### src/rtl/ones_cnt_pkg.sv
// Shared types and helpers for the frame ones counter.
package ones_cnt_pkg;

  typedef enum logic [1:0] {
    StIdle,
    StCount,
    StDone
  } state_e;

  // Ceiling log2, never below 1 so an index register always has at least one bit.
  function automatic int unsigned clog2(input int unsigned n);
    int unsigned w;
    w = 1;
    while ((32'd1 << w) < n) begin
      w++;
    end
    return w;
  endfunction

endpackage

### src/rtl/sat_counter.sv
// Generic up-counter with synchronous clear and selectable saturate/wrap at all-ones.
module sat_counter #(
  parameter int unsigned CNT_W    = 4,
  parameter bit          SATURATE = 1'b1
) (
  input  logic             clk,
  input  logic             reset,
  input  logic             clear,
  input  logic             enable,
  output logic [CNT_W-1:0] count,
  output logic [CNT_W-1:0] count_nxt,
  output logic             at_max
);

  localparam logic [CNT_W-1:0] MaxVal = '1;

  logic [CNT_W-1:0] count_q;

  assign at_max = (count_q == MaxVal);
  assign count  = count_q;

  // Next value: clear beats enable; at max either hold or roll over to zero.
  always_comb begin
    count_nxt = count_q;
    if (clear) begin
      count_nxt = '0;
    end else if (enable) begin
      if (at_max) begin
        count_nxt = SATURATE ? MaxVal : '0;
      end else begin
        count_nxt = count_q + CNT_W'(1);
      end
    end
  end

  // Counter register with synchronous reset.
  always_ff @(posedge clk) begin
    if (reset) begin
      count_q <= '0;
    end else begin
      count_q <= count_nxt;
    end
  end

endmodule

### src/rtl/ones_frame_counter.sv
// Counts '1' bits over a frame of FRAME_LEN accepted serial bits; publishes a held result
// and overflow flag with a one-cycle done pulse.
module ones_frame_counter
  import ones_cnt_pkg::*;
#(
  parameter int unsigned CNT_W     = 4,
  parameter int unsigned FRAME_LEN = 8,
  parameter bit          SATURATE  = 1'b1
) (
  input  logic             clk,
  input  logic             reset,
  input  logic             start,
  input  logic             abort,
  input  logic             bit_valid,
  input  logic             bit_in,
  output logic             busy,
  output logic [CNT_W-1:0] running,
  output logic [CNT_W-1:0] count,
  output logic             done,
  output logic             overflow
);

  localparam int unsigned       IdxW    = clog2(FRAME_LEN);
  localparam logic [IdxW-1:0]   LastIdx = IdxW'(FRAME_LEN - 1);

  state_e           state_q, state_d;
  logic [IdxW-1:0]  idx_q, idx_d;
  logic             ovf_q, ovf_d;
  logic [CNT_W-1:0] count_q, count_d;
  logic             overflow_q, overflow_d;

  logic             run_clear;
  logic             run_inc;
  logic             run_at_max;
  logic [CNT_W-1:0] running_nxt;

  sat_counter #(
    .CNT_W    (CNT_W),
    .SATURATE (SATURATE)
  ) u_running (
    .clk       (clk),
    .reset     (reset),
    .clear     (run_clear),
    .enable    (run_inc),
    .count     (running),
    .count_nxt (running_nxt),
    .at_max    (run_at_max)
  );

  // Next-state, index, sticky overflow and result capture.
  always_comb begin
    state_d    = state_q;
    idx_d      = idx_q;
    ovf_d      = ovf_q;
    count_d    = count_q;
    overflow_d = overflow_q;
    run_clear  = 1'b0;
    run_inc    = 1'b0;
    unique case (state_q)
      StIdle: begin
        if (start) begin
          state_d   = StCount;
          idx_d     = '0;
          ovf_d     = 1'b0;
          run_clear = 1'b1;
        end
      end
      StCount: begin
        if (abort) begin
          // Abort wins over a coincident final bit: no result is published.
          state_d   = StIdle;
          idx_d     = '0;
          run_clear = 1'b1;
        end else if (bit_valid) begin
          idx_d   = idx_q + IdxW'(1);
          run_inc = bit_in;
          if (bit_in && run_at_max) begin
            ovf_d = 1'b1;
          end
          if (idx_q == LastIdx) begin
            // Capture includes this final bit, so take the counter's next value.
            state_d    = StDone;
            count_d    = running_nxt;
            overflow_d = ovf_q | (bit_in & run_at_max);
          end
        end
      end
      StDone: begin
        state_d = StIdle;
      end
      default: begin
        state_d = StIdle;
      end
    endcase
  end

  // State and result registers with synchronous reset.
  always_ff @(posedge clk) begin
    if (reset) begin
      state_q    <= StIdle;
      idx_q      <= '0;
      ovf_q      <= 1'b0;
      count_q    <= '0;
      overflow_q <= 1'b0;
    end else begin
      state_q    <= state_d;
      idx_q      <= idx_d;
      ovf_q      <= ovf_d;
      count_q    <= count_d;
      overflow_q <= overflow_d;
    end
  end

  assign busy     = (state_q == StCount);
  assign done     = (state_q == StDone);
  assign count    = count_q;
  assign overflow = overflow_q;

endmodule

### config.mk
export PLATFORM = sky130hd
export DESIGN_NAME = ones_frame_counter
export DESIGN_NICKNAME = d
export VERILOG_FILES = /design/src/rtl/ones_cnt_pkg.sv /design/src/rtl/sat_counter.sv /design/src/rtl/ones_frame_counter.sv
export SDC_FILE = /design/constraint.sdc
export NUM_CORES = 1
export LEC_CHECK = 0
export BUFFER_PORTS_ARGS = -buffer_cell sky130_fd_sc_hd__buf_2
export CAP_MARGIN = 20
export CORE_UTILIZATION = 50
export DETAILED_ROUTE_END_ITERATION = 16
export GPL_TIMING_DRIVEN = 0
export HOLD_SLACK_MARGIN = 0.08
export PLACE_DENSITY = 0.86
export SYNTH_ARGS = -nofsm -noshare
export SYNTH_HDL_FRONTEND = slang
export SYNTH_SLANG_ARGS = --single-unit
### constraint.sdc
create_clock -name clk -period 1.75 [get_ports clk]
set_input_delay 0.0875 -clock clk [delete_from_list [all_inputs] [get_ports clk]]
set_output_delay 0.0875 -clock clk [all_outputs]
set_load 0.02 [all_outputs]
; ---- Word-level counts from Yosys, hierarchy flattened
; Cells that the tools add are included.
; Widths: inputs -> output; s select.
[word_totals]
ff_bits = 15
in_bits = 6
output_inout_bits = 11
elab_cells = 51
[op_classes]
add_sub_neg = 2
eq_ne = 10
mux = 23
bitwise = 3
reduce_logical = 7
[ops]
columns = op, count
row1 = $mux 4, 3
row2 = $mux 1, 9
row3 = $mux 3, 3
row4 = $mux 2, 4
row5 = $ne 2x2->1 const B, 3
row6 = $pmux 3 s2, 1
row7 = $reduce_and 3->1, 2
row8 = $reduce_and 5->1, 1
row9 = $add 4x1->4 const B, 1
row10 = $eq 4x4->1 const B, 1
row11 = $pmux 1 s2, 2
row12 = $pmux 2 s2, 1
row13 = $reduce_and 4->1, 1
row14 = $add 3x1->3 const B, 1
row15 = $eq 3x3->1 const B, 1
row16 = $ne 3x2->1 const B, 1
row17 = $ne 3x3->1 const B, 1
row18 = $eq 2x1->1 const B, 1
row19 = $eq 2x2->1 const B, 1
row20 = $logic_not 2->1, 1
row21 = $ne 2x1->1 const B, 1
row22 = $reduce_bool 2->1, 1
row23 = $and 1x1->1, 1
row24 = $logic_and 1x1->1, 1
row25 = other kinds (2), 2

; ---- Logic depth before layout (Yosys ltp)
[depth]
depth_word = 6
mapped_depth = 5

; ---- Cells and area by module
; A second synthesis with hierarchy kept.
[hier_totals]
hier_cells = 86
area_unflattened_um2 = 823.3
[modules_own_cells]
columns = mod, n_inst, cells_per_inst, area_each_um2, seq_area_each_um2
row1 = ones_frame_counter, 1, 61, 588.1, 220.2
row2 = sat_counter, 1, 25, 235.2, 80.1

; ---- Worst setup path before layout
; Ideal clock, no wire load.
[synth_path]
kind = register to register
from = register state_q[0]
to = register count_q[1] (netlist: count[1])
setup_ns = 0.088
arrival_ns = 1.510
setup_slack_ns = 0.152
path_stages_with_launch = 5
n_path_buf = 1
cell_sequence = dfxtp_1 > or3b_1 > buf_2 > or3_4 > o32ai_2
[synth_via]
elab_chain_len = 4
elab_cells_between_ends = 7
classes_between = eq/ne: 1 / mux: 4 / reduce/logical: 2
[synth_lines]
columns = element, line_no
row1 = start: declaration, ones_frame_counter.sv:26  ; state_e state_q, state_d;
row2 = start signal: assignment, ones_frame_counter.sv:100  ; state_q <= StIdle;
row3 = start signal: assignment, ones_frame_counter.sv:106  ; state_q <= state_d;
row4 = $eq 2x1->1, ones_frame_counter.sv:59  ; unique case (state_q)
row5 = $mux 1, ones_frame_counter.sv:59
row6 = $mux 4, sat_counter.sv:27  ; end else if (enable) begin
row7 = $mux 4, sat_counter.sv:25  ; if (clear) begin
row8 = end signal: assignment, ones_frame_counter.sv:109  ; count_q <= count_d;
row9 = end: declaration, ones_frame_counter.sv:29  ; logic [CNT_W-1:0] count_q, count_d;
; Parallel ways exist; a longest one is shown, timed or not.
; A chain may end at the register's enable or synchronous reset.

; ---- Worst setup path after layout
; Ends and elaborated chain as after synthesis.

==> impl_metrics.ini <==
[status]
outcome = complete, no violations

[finish]
postLayoutCoreUtil_pct = 64.5
n_fill_cell = 117
syn2layout_area_growth_pct = 18.3
regArea_um2 = 305
final_cells = 113
diodes = 0
nNetsFinal = 108
final_common_cell = buf_2
drive_gt1_share_pct = 25.5
final_cell_mix = 17 x buf_2, 13 x dfxtp_1, 7 x a21oi_1
multi_input_area_um2 = 394

[sta]
fmax_mhz = 600
grt_setup_unrepaired = no
hold_ws_ns = 0.133
hold_violations = 0
slew_headroom_pct = 54.0
final.period_utilization_pct = 95.3
fin_skew_ns = 0.00122
min_period_ns = 1.67
slew_viol_final = 0
tns_ns = 0
worst_slew_pin_slew_ns = 0.688
setup_viol = 0

[yosys]
synthMuxAreaShare_pct = 1.39
synth-async-reset-ratio_pct = 0
synth_fa_ha_area_share_pct = 5.23
yosys.area.top_type = dfxtp_1
synth_top_family_by_area = simple AND/OR/NAND/NOR gates
synth_area_per_cell_um2 = 9.21
synth_compound_area_share_pct = 19.5
synth_edf_count = 0
synth.area.top_cells = dfxtp_1 42%, ha_1 5.2%, a21oi_1 4.9%
yosysTopAreaCellShare_pct = 41.8
yosys.area_share.simple_pct = 28.7
synth_area_um2 = 718
seq_area_frac_synth_pct = 41.8
synth_warnings = 0
synth_nets = 87
synth_xor_xnor_area_share_pct = 0
syn_inst = 78
synth_seq_cells = 15
yosys_most_used_dff = dfxtp_1
synth_cell_types = 29

[die]
rows = 13
core-area_um2 = 1320
die_area_um2 = 1590
io_pins = 17
start_util_pct = 54.5
die_w_um = 39.9
die_height_um = 39.9

[min_path]
holdCritPathClass = input port to flop

[routing]
wl_met3_um = 139
antenna_left = 0
avgRoutedWirePerCell_um = 13.9
initialDrtViolationCount = 14
avgViaCountPerCell = 6.04
met1_length_um = 690
vias = 683
wl_um = 1570
route.detailed.drc = 0
routed.top_layer = met4
drt-pass1-iter-count = 4
wl_met2_um = 734

[critical_path]
crit_required_ns = 1.95
cp-start-kind = flop
path_class = flop to flop
critPathMaxFanout = 8
arrival_ns = 1.87
crit_path_end_kind = flop

[power]
switching_share_pct = 24.4
pwr-share-seq_pct = 58.7
p_per_area_nw_per_um2 = 697
ir_worst_vdd_v = 0.000583
power.share.clock_pct = 32.8
pwr-share-comb_pct = 8.5
p_int_uw = 448
p_total_uw = 592
leakage_uw = 0.000352
p_switching_uw = 144

[global_routing]
grt_max_degree = 11
grt_pass1_wl_um = 2350
overflow = 0
track_usage_pct = 22.0
grt_pass1_vias = 567
antenna_found_initial = 0

[clock_tree]
cts_buffers = 3
cts.clk_slew.worst_paths_ns = 0.08
root_buffer = clkbuf_4
clk_path_buf_depth = 2
htreeDepth = 1
cts_sinks = 15
cts_tree = built
clock_latency_ns = 0.28
cts_setup_buffers = 0

[placement]
portBuffers = 16
dp_cells = 109
gp_congestion = 0.791
post-dp-hpwl_um = 1120

[job]
cap_violations = 0
==> state kept, by name, indices dropped and copies added, names as in the netlist <==
register / count
ovf_q: 1
count: 4
idx_q: 3
overflow: 1
state_q: 2
u_running.count: 4
==> power groups by stage <==
stage | logic [uW] | clock network, uW | registers (uW)
floorplan | 30.3 | 0 | 355
global placement | 48.1 | 0 | 356
detailed placement | 49.2 | 0 | 356
CTS | 49.3 | 201 | 348
global route | 55.5 | 222 | 349
finish | 50.2 | 194 | 348
==> cell type report <==
type | instances | area share, %
multi-input cells | 57 | 46.4
plain buffers | 3 | 1.47
inverters | 3 | 1.33
flip-flops and latches | 15 | 35.9
repair buffers | 16 | 9.43
well taps | 15 | 2.21
clock inverters | 1 | 0.589
clock buffers | 3 | 2.65
==> worst max-delay path: stages (launching register included) <==
cell	delay, ns
dfxtp_4	0.39
or3b_1	0.34
buf_2	0.17
or3_4	0.42
o32ai_2	0.27
==> cells by family (layout without fill, tap and decap cells) <==
family                   after synthesis  in the layout
AND/OR/NAND/NOR                       32             32
AO/OA/AOI/OAI                         21             21
flip-flops                            15             15
buffers and inverters                  6             26
adder cells (fa/ha/maj)                3              3
multiplexers                           1              1
==> per-layer routing <==
layer | vias to the layer above | track usage, %
li1 | 336 | -
met1 | 312 | 29.0
met2 | 30 | 33.1
met3 | 5 | 8.52
met4 | 0 | 5.17
met5 | - | 0
==> synthesized netlist by cell type (all sizes together) (2+ instances only) <==
master	instances
a21oi	7
a31oi	4
clkbuf	2
dfxtp	15
ha	3
inv	3
nand2	3
nand2b	4
nor2	2
nor2b	2
nor3	5
nor3b	3
nor4	2
o21ai	3
o21bai	2
o32ai	4
or4	3
==> worst paths after layout <==
kind / startpoint / to / slack, ns / cells after the start
setup / recovery: state_q[0]$_SDFFE_PP0P_ / count[1]$_SDFFE_PP0P_ / 0.08 / 4
hold / removal: reset / state_q[1]$_SDFFE_PP0P_ / 0.13 / 3
setup reg to reg: state_q[0]$_SDFFE_PP0P_ / count[1]$_SDFFE_PP0P_ / 0.08 / 4
hold reg to reg: idx_q[1]$_SDFFE_PP0P_ / idx_q[1]$_SDFFE_PP0P_ / 0.49 / 2
==> what timing repair did <==
item / CTS / global route
hold buffers: 0 / 0
hold endpoints to repair: 0 / 0
resized for setup: 0 / 3
setup endpoints to repair: 0 / 7
==> stage by stage <==
step | area, um2 | worst slack (ns)
2_1_floorplan | 718 | 0.152
3_3_place_gp | 817 | 0.0555
3_5_place_dp | 817 | 0.0275
4_1_cts | 845 | 0.00419
5_1_grt | 850 | 0.00566
6_report | 850 | 0.0828
(Power assumes the default switching activity.)
